File: config.mk
export PLATFORM = sky130hd
export DESIGN_NAME = dmem_ctrl
export DESIGN_NICKNAME = d
export VERILOG_FILES = /design/src/rtl/dmem_ctrl.sv
export SDC_FILE = /design/constraint.sdc
export NUM_CORES = 1
export LEC_CHECK = 0
export CORE_MARGIN = 4
export CORE_UTILIZATION = 48
export DETAILED_ROUTE_END_ITERATION = 10
export GPL_ROUTABILITY_DRIVEN = 0
export PLACE_DENSITY = 0.81
export SLEW_MARGIN = 20
export SYNTH_ARGS = -nofsm -noshare
export SYNTH_HDL_FRONTEND = slang
export SYNTH_SLANG_ARGS = --single-unit
File: constraint.sdc
create_clock -name clk_i -period 3.9 [get_ports clk_i]
set_input_delay 0.975 -clock clk_i [delete_from_list [all_inputs] [get_ports clk_i]]
set_output_delay 0.975 -clock clk_i [all_outputs]
set_load 0.02 [all_outputs]
File: src/rtl/dmem_ctrl.sv
// dmem_ctrl: data-memory controller with sub-word loads, read-modify-write stores and misalignment errors.
// Define DMEM_DBG_PORT_EN to add the word-only debug port with round-robin arbitration.
module dmem_ctrl #(
  parameter int SYS_ADDR_SPACE   = 32,
  parameter int CACHE_DATA_WIDTH = 32
) (
  input  logic                        clk_i,
  input  logic                        rst_n_i,
  input  logic                        core_req_i,
  input  logic                        core_we_i,
  input  logic [2:0]                  core_funct3_i,
  input  logic [SYS_ADDR_SPACE-1:0]   core_addr_i,
  input  logic [CACHE_DATA_WIDTH-1:0] core_wdata_i,
  output logic                        core_gnt_o,
  output logic                        core_rvalid_o,
  output logic                        core_err_o,
`ifdef DMEM_DBG_PORT_EN
  input  logic                        dbg_req_i,
  input  logic                        dbg_we_i,
  input  logic [SYS_ADDR_SPACE-1:0]   dbg_addr_i,
  input  logic [CACHE_DATA_WIDTH-1:0] dbg_wdata_i,
  output logic                        dbg_gnt_o,
  output logic                        dbg_rvalid_o,
`endif
  output logic [CACHE_DATA_WIDTH-1:0] rdata_o,
  output logic                        mem_re_o,
  output logic                        mem_we_o,
  output logic [SYS_ADDR_SPACE-1:0]   mem_addr_o,
  output logic [CACHE_DATA_WIDTH-1:0] mem_wdata_o,
  input  logic [CACHE_DATA_WIDTH-1:0] mem_rdata_i
);
  localparam int AW = SYS_ADDR_SPACE;
  localparam int DW = CACHE_DATA_WIDTH;
  typedef enum logic [2:0] {IDLE, RD, RMW_RD, WR, RESP} state_t;
  state_t          state_q, state_d;
  logic            d_req, d_we;
  logic [AW-1:0]   d_addr;
  logic [DW-1:0]   d_wdata;
  logic            dbg_q, we_q, err_q;
  logic [2:0]      f3_q;
  logic [AW-1:0]   addr_q;
  logic [DW-1:0]   wdata_q, rd_q;
  logic            gnt, sel_dbg, we_in, err_in, resp;
  logic [2:0]      f_in;
  logic [AW-1:0]   a_in;
  logic [DW-1:0]   wd_in, wr_word, ld_word;
  logic [7:0]      byte_v;
  logic [15:0]     half_v;
`ifdef DMEM_DBG_PORT_EN
  assign d_req        = dbg_req_i;
  assign d_we         = dbg_we_i;
  assign d_addr       = dbg_addr_i;
  assign d_wdata      = dbg_wdata_i;
  assign dbg_gnt_o    = gnt & sel_dbg;
  assign dbg_rvalid_o = resp & dbg_q;
`else
  assign d_req   = 1'b0;
  assign d_we    = 1'b0;
  assign d_addr  = '0;
  assign d_wdata = '0;
`endif
  // dbg_q doubles as round-robin pointer and owner of the in-flight access
  assign sel_dbg = d_req & (~core_req_i | ~dbg_q);
  assign gnt     = rst_n_i & (state_q == IDLE) & (core_req_i | d_req);
  assign resp    = (state_q == RESP);
  always_comb begin
    f_in   = sel_dbg ? 3'b010 : core_funct3_i;
    a_in   = sel_dbg ? (d_addr & ~AW'(3)) : core_addr_i;
    we_in  = sel_dbg ? d_we : core_we_i;
    wd_in  = sel_dbg ? d_wdata : core_wdata_i;
    err_in = ~sel_dbg & ((we_in ? (f_in[2] | &f_in[1:0]) : (&f_in[1:0] | &f_in[2:1]))
           | (f_in[1:0] == 2'b01 & a_in[0]) | (f_in[1:0] == 2'b10 & |a_in[1:0]));
  end
  always_comb begin
    state_d = state_q;
    case (state_q)
      IDLE:    if (gnt) state_d = err_in ? RESP : !we_in ? RD : (f_in[1:0] == 2'b10) ? WR : RMW_RD;
      RD:      state_d = RESP;
      RMW_RD:  state_d = WR;
      WR:      state_d = RESP;
      default: state_d = IDLE;
    endcase
  end
  always_ff @(posedge clk_i or negedge rst_n_i) begin
    if (!rst_n_i) begin
      state_q <= IDLE;
      dbg_q   <= 1'b1;
      we_q    <= 1'b0;
      err_q   <= 1'b0;
      f3_q    <= '0;
      addr_q  <= '0;
      wdata_q <= '0;
      rd_q    <= '0;
    end else begin
      state_q <= state_d;
      if (gnt) begin
        dbg_q   <= sel_dbg;
        we_q    <= we_in;
        err_q   <= err_in;
        f3_q    <= f_in;
        addr_q  <= a_in;
        wdata_q <= wd_in;
      end
      if (mem_re_o) rd_q <= mem_rdata_i;
    end
  end
  always_comb begin
    wr_word = rd_q;
    if (f3_q[1:0] == 2'b00) wr_word[8*addr_q[1:0] +: 8] = wdata_q[7:0];
    else if (f3_q[1:0] == 2'b01) wr_word[16*addr_q[1] +: 16] = wdata_q[15:0];
    else wr_word = wdata_q;
  end
  always_comb begin
    byte_v  = rd_q[8*addr_q[1:0] +: 8];
    half_v  = rd_q[16*addr_q[1] +: 16];
    ld_word = (f3_q == 3'b000) ? {{(DW-8){byte_v[7]}}, byte_v}
            : (f3_q == 3'b100) ? {{(DW-8){1'b0}}, byte_v}
            : (f3_q == 3'b001) ? {{(DW-16){half_v[15]}}, half_v}
            : (f3_q == 3'b101) ? {{(DW-16){1'b0}}, half_v}
            : rd_q;
  end
  assign core_gnt_o    = gnt & ~sel_dbg;
  assign core_rvalid_o = resp & ~dbg_q;
  assign core_err_o    = resp & ~dbg_q & err_q;
  assign rdata_o       = (resp & ~we_q & ~err_q) ? ld_word : '0;
  assign mem_re_o      = (state_q == RD) | (state_q == RMW_RD);
  assign mem_we_o      = (state_q == WR);
  assign mem_addr_o    = {addr_q[AW-1:2], 2'b00};
  assign mem_wdata_o   = mem_we_o ? wr_word : '0;
endmodule

==> impl_metrics.tcl <==
set metrics [dict create \
    holdWs_ns 0.510 \
    track_usage_pct 25.7 \
    power.share.sequential_pct 32.4 \
    wirelength_mm 21.5 \
    antenna_found_initial 0 \
    multi_input_area_sq_um 3710 \
    final_cell_mix "clkdlybuf4s50_1 (176), dfrtp_1 (102), mux2_4 (59)" \
    die_h_um 128 \
    start_util_pct 49.4 \
    yosys.area.top_type "dfrtp_1" \
    synth.avg_cell_area_sq_um 11.6 \
    ys_seq_area_share_pct 38.2 \
    via_per_inst 6.28 \
    pwr-share-clk_pct 12.4 \
    drv_slew 0 \
    ys_ff_latch 105 \
    root_buffer "clkbuf_16" \
    drc 0 \
    dp.cells 918 \
    yosys.area.top_type_share_pct 37.8 \
    comb_power_share_pct 55.1 \
    p_int_mw 4.37 \
    syn_inst 595 \
    cp_data_arrival_time_ns 2.82 \
    fin_setup_tns_ns 0 \
    place_ws_ns 0.147 \
    cts_htree_levels 3 \
    cap_viol_max_count 0 \
    route.met2.wl_mm 10.7 \
    fill_cells 1074 \
    finalHoldViolCount 0 \
    io_buffers 201 \
    peakVddDrop_mv 0.450 \
    final_common_cell "clkdlybuf4s50_1" \
    postCtsHoldBufs 0 \
    met3_length_mm 1.99 \
    antenna_cells 0 \
    ioPinCount 204 \
    synthTopCellsByArea "dfrtp_1 (38%), mux2_4 (13%), mux2_2 (7.0%)" \
    drive_above_1_share_pct 23.7 \
    ys_types 51 \
    max_freq_ghz 0.263 \
    power.density_nw_per_um2 835 \
    critPathTopFamily "buffers and inverters" \
    m1WireLength_mm 8.16 \
    layout_setup_ws_ns 0.104 \
    async_flop_share_pct 100 \
    clk_pin_slew_ns 0.08 \
    synthToLayoutAreaGrowth_pct 34.0 \
    overflow 0 \
    vias 5868 \
    skew_ns 0.00762 \
    critPathCaptureType "primary output" \
    crit_chain "inv_1 -> ha_2 -> nor3b_4 -> buf_12 -> o31ai_1 -> a221oi_1 -> clkdlybuf4s50_1" \
    regArea_sq_um 2630 \
    cpPeakStageDelay_ns 0.67 \
    crit_required_ns 2.92 \
    highest_layer "met4" \
    setup_violations 0 \
    core_sq_um 13900 \
    grt_pass1_wl_mm 32.7 \
    netSwitchingFraction_pct 43.2 \
    leakagePower_nw 3.82 \
    crit_fanout 10 \
    syn_area_sq_um 6880 \
    first_pass_iters 6 \
    insertion_delay_ns 0.36 \
    critPathLaunchType "flip-flop" \
    cts_max_path_buffers 2 \
    die-area_sq_um 16300 \
    drt_iter0_drc 721 \
    status "finished, final reports clean" \
    path_buf_inv 3 \
    grt_max_degree 73 \
    die_w_um 128 \
    tightest_slew_ns 0.928 \
    dpl.hpwl_mm 15.7 \
    clkSinkCount 105 \
    grt_pass1_vias 5898 \
    min_path_type "reg -> reg" \
    rows 43 \
    ant_nets 0 \
    cp_slowest_cell "clkdlybuf4s50_1" \
    worstSetupPathType "reg -> out" \
    cts_tree "built" \
    synth_ff_type "dfrtp_1" \
    ys_warn_count 0 \
    finalCriticalPeriod_ns 3.80 \
    final_nets 858 \
    relSlewSlack_pct 38.1 \
    p_sw_mw 3.32 \
    cts_buffers 9 \
    routedWlPerCell_um 23.0 \
    fin_crit_sh_pct 97.3 \
    finalNonFillerCells 935 \
    synth-edff-count 0 \
]
final timing paths:
kind	start	end	slack, ns	cells after the start
worst max-delay path	addr_q[1]	mem_wdata_o[0]	0.10	7
worst min-delay path	addr_q[22]	addr_q[22]	0.51	1
worst max register to register	state_q[0]	wdata_q[1]	1.65	4
worst min register to register	addr_q[22]	addr_q[22]	0.51	1
max in group asynchronous	rst_n_i	addr_q[1]	1.89	3
min in group asynchronous	rst_n_i	addr_q[26]	0.65	2
routing by layer:
metal / track usage, % / vias up
met2: 42.0 / 328
li1: - / 2589
met1: 33.0 / 2894
met3: 6.75 / 57
met5: 0 / -
met4: 9.30 / 0
synthesized netlist by cell type (2+ instances only):
cell       count
nand3_1       11
o22ai_1       43
buf_4         33
a41oi_1        3
clkbuf_1      31
mux2i_1       18
dfrtp_1      104
a211oi_1       7
o21ai_0        2
a21oi_1        3
nor2_1        11
nand2_1        8
and4b_1        2
nor4bb_1       2
nor2b_1       45
nand2b_1       6
and2_1         4
mux2_2        43
ha_1           5
buf_12         6
o21bai_1       7
nand3b_1       2
mux4_2         7
a31o_2         2
nor3b_2        2
buf_2         13
o31ai_1        7
mux2_4        59
or4_1          2
o211ai_1      15
a2111oi_0     31
inv_1          9
buf_6          3
a221oi_1      32
stage by stage:
step / instance area [sq um] / utilization (%) / total power, mW
final: 9220 / 66.1 / 7.69
after global routing: 9220 / 66.1 / 8.06
after CTS: 9130 / 65.5 / 7.57
after detailed placement: 8780 / 63.0 / 6.54
after global placement: 8780 / 63.0 / 6.33
after floorplan: 6910 / - / 5.39
cell type report:
class | count | share of cell area [%]
Timing Repair Buffer | 230 | 24.8
Tap cell | 180 | 2.44
Sequential cell | 105 | 28.6
Clock buffer | 9 | 2.44
Multi-Input combinational cell | 394 | 40.3
Clock inverter | 7 | 0.950
Inverter | 10 | 0.543
flip-flops by register name, indices dropped and copies added, names as in the netlist:
name,count
err_q,1
dbg_q,1
addr_q,32
rd_q,32
we_q,1
wdata_q,32
f3_q,3
state_q,3
kinds of logic (layout without fill, tap and decap cells):
kind of cell	Yosys count	count (layout)	synth area share [%]
other	1	2	0.0545
AND/OR/NAND/NOR	102	102	8.97
multiplexers	127	127	24.8
adder cells (fa/ha/maj)	5	5	0.910
flip-flops	105	105	38.2
buffers and inverters	97	256	9.26
AO/OA/AOI/OAI	157	157	17.6
XOR/XNOR	1	1	0.127
worst reg2reg max path, stage by stage, from the launching register on:
cell	delay (ns)
dfrtp_1	0.46
or4_1	0.70
inv_12	0.10
buf_12	0.35
mux2_2	0.52
power by group through the flow:
stage	Combinational [mW]	Sequential [mW]	Clock, mW
finish	4.24	2.50	0.958
global route	4.50	2.54	1.01
CTS	4.15	2.44	0.978
detailed placement	4.10	2.44	0
global placement	3.93	2.40	0
floorplan	3.31	2.07	0
timing repair:
item,CTS,global route
gates resized for setup,24,25
setup endpoints to repair,59,39
buffers inserted,0,1
No activity file was read; power rests on OpenSTA's default activity.
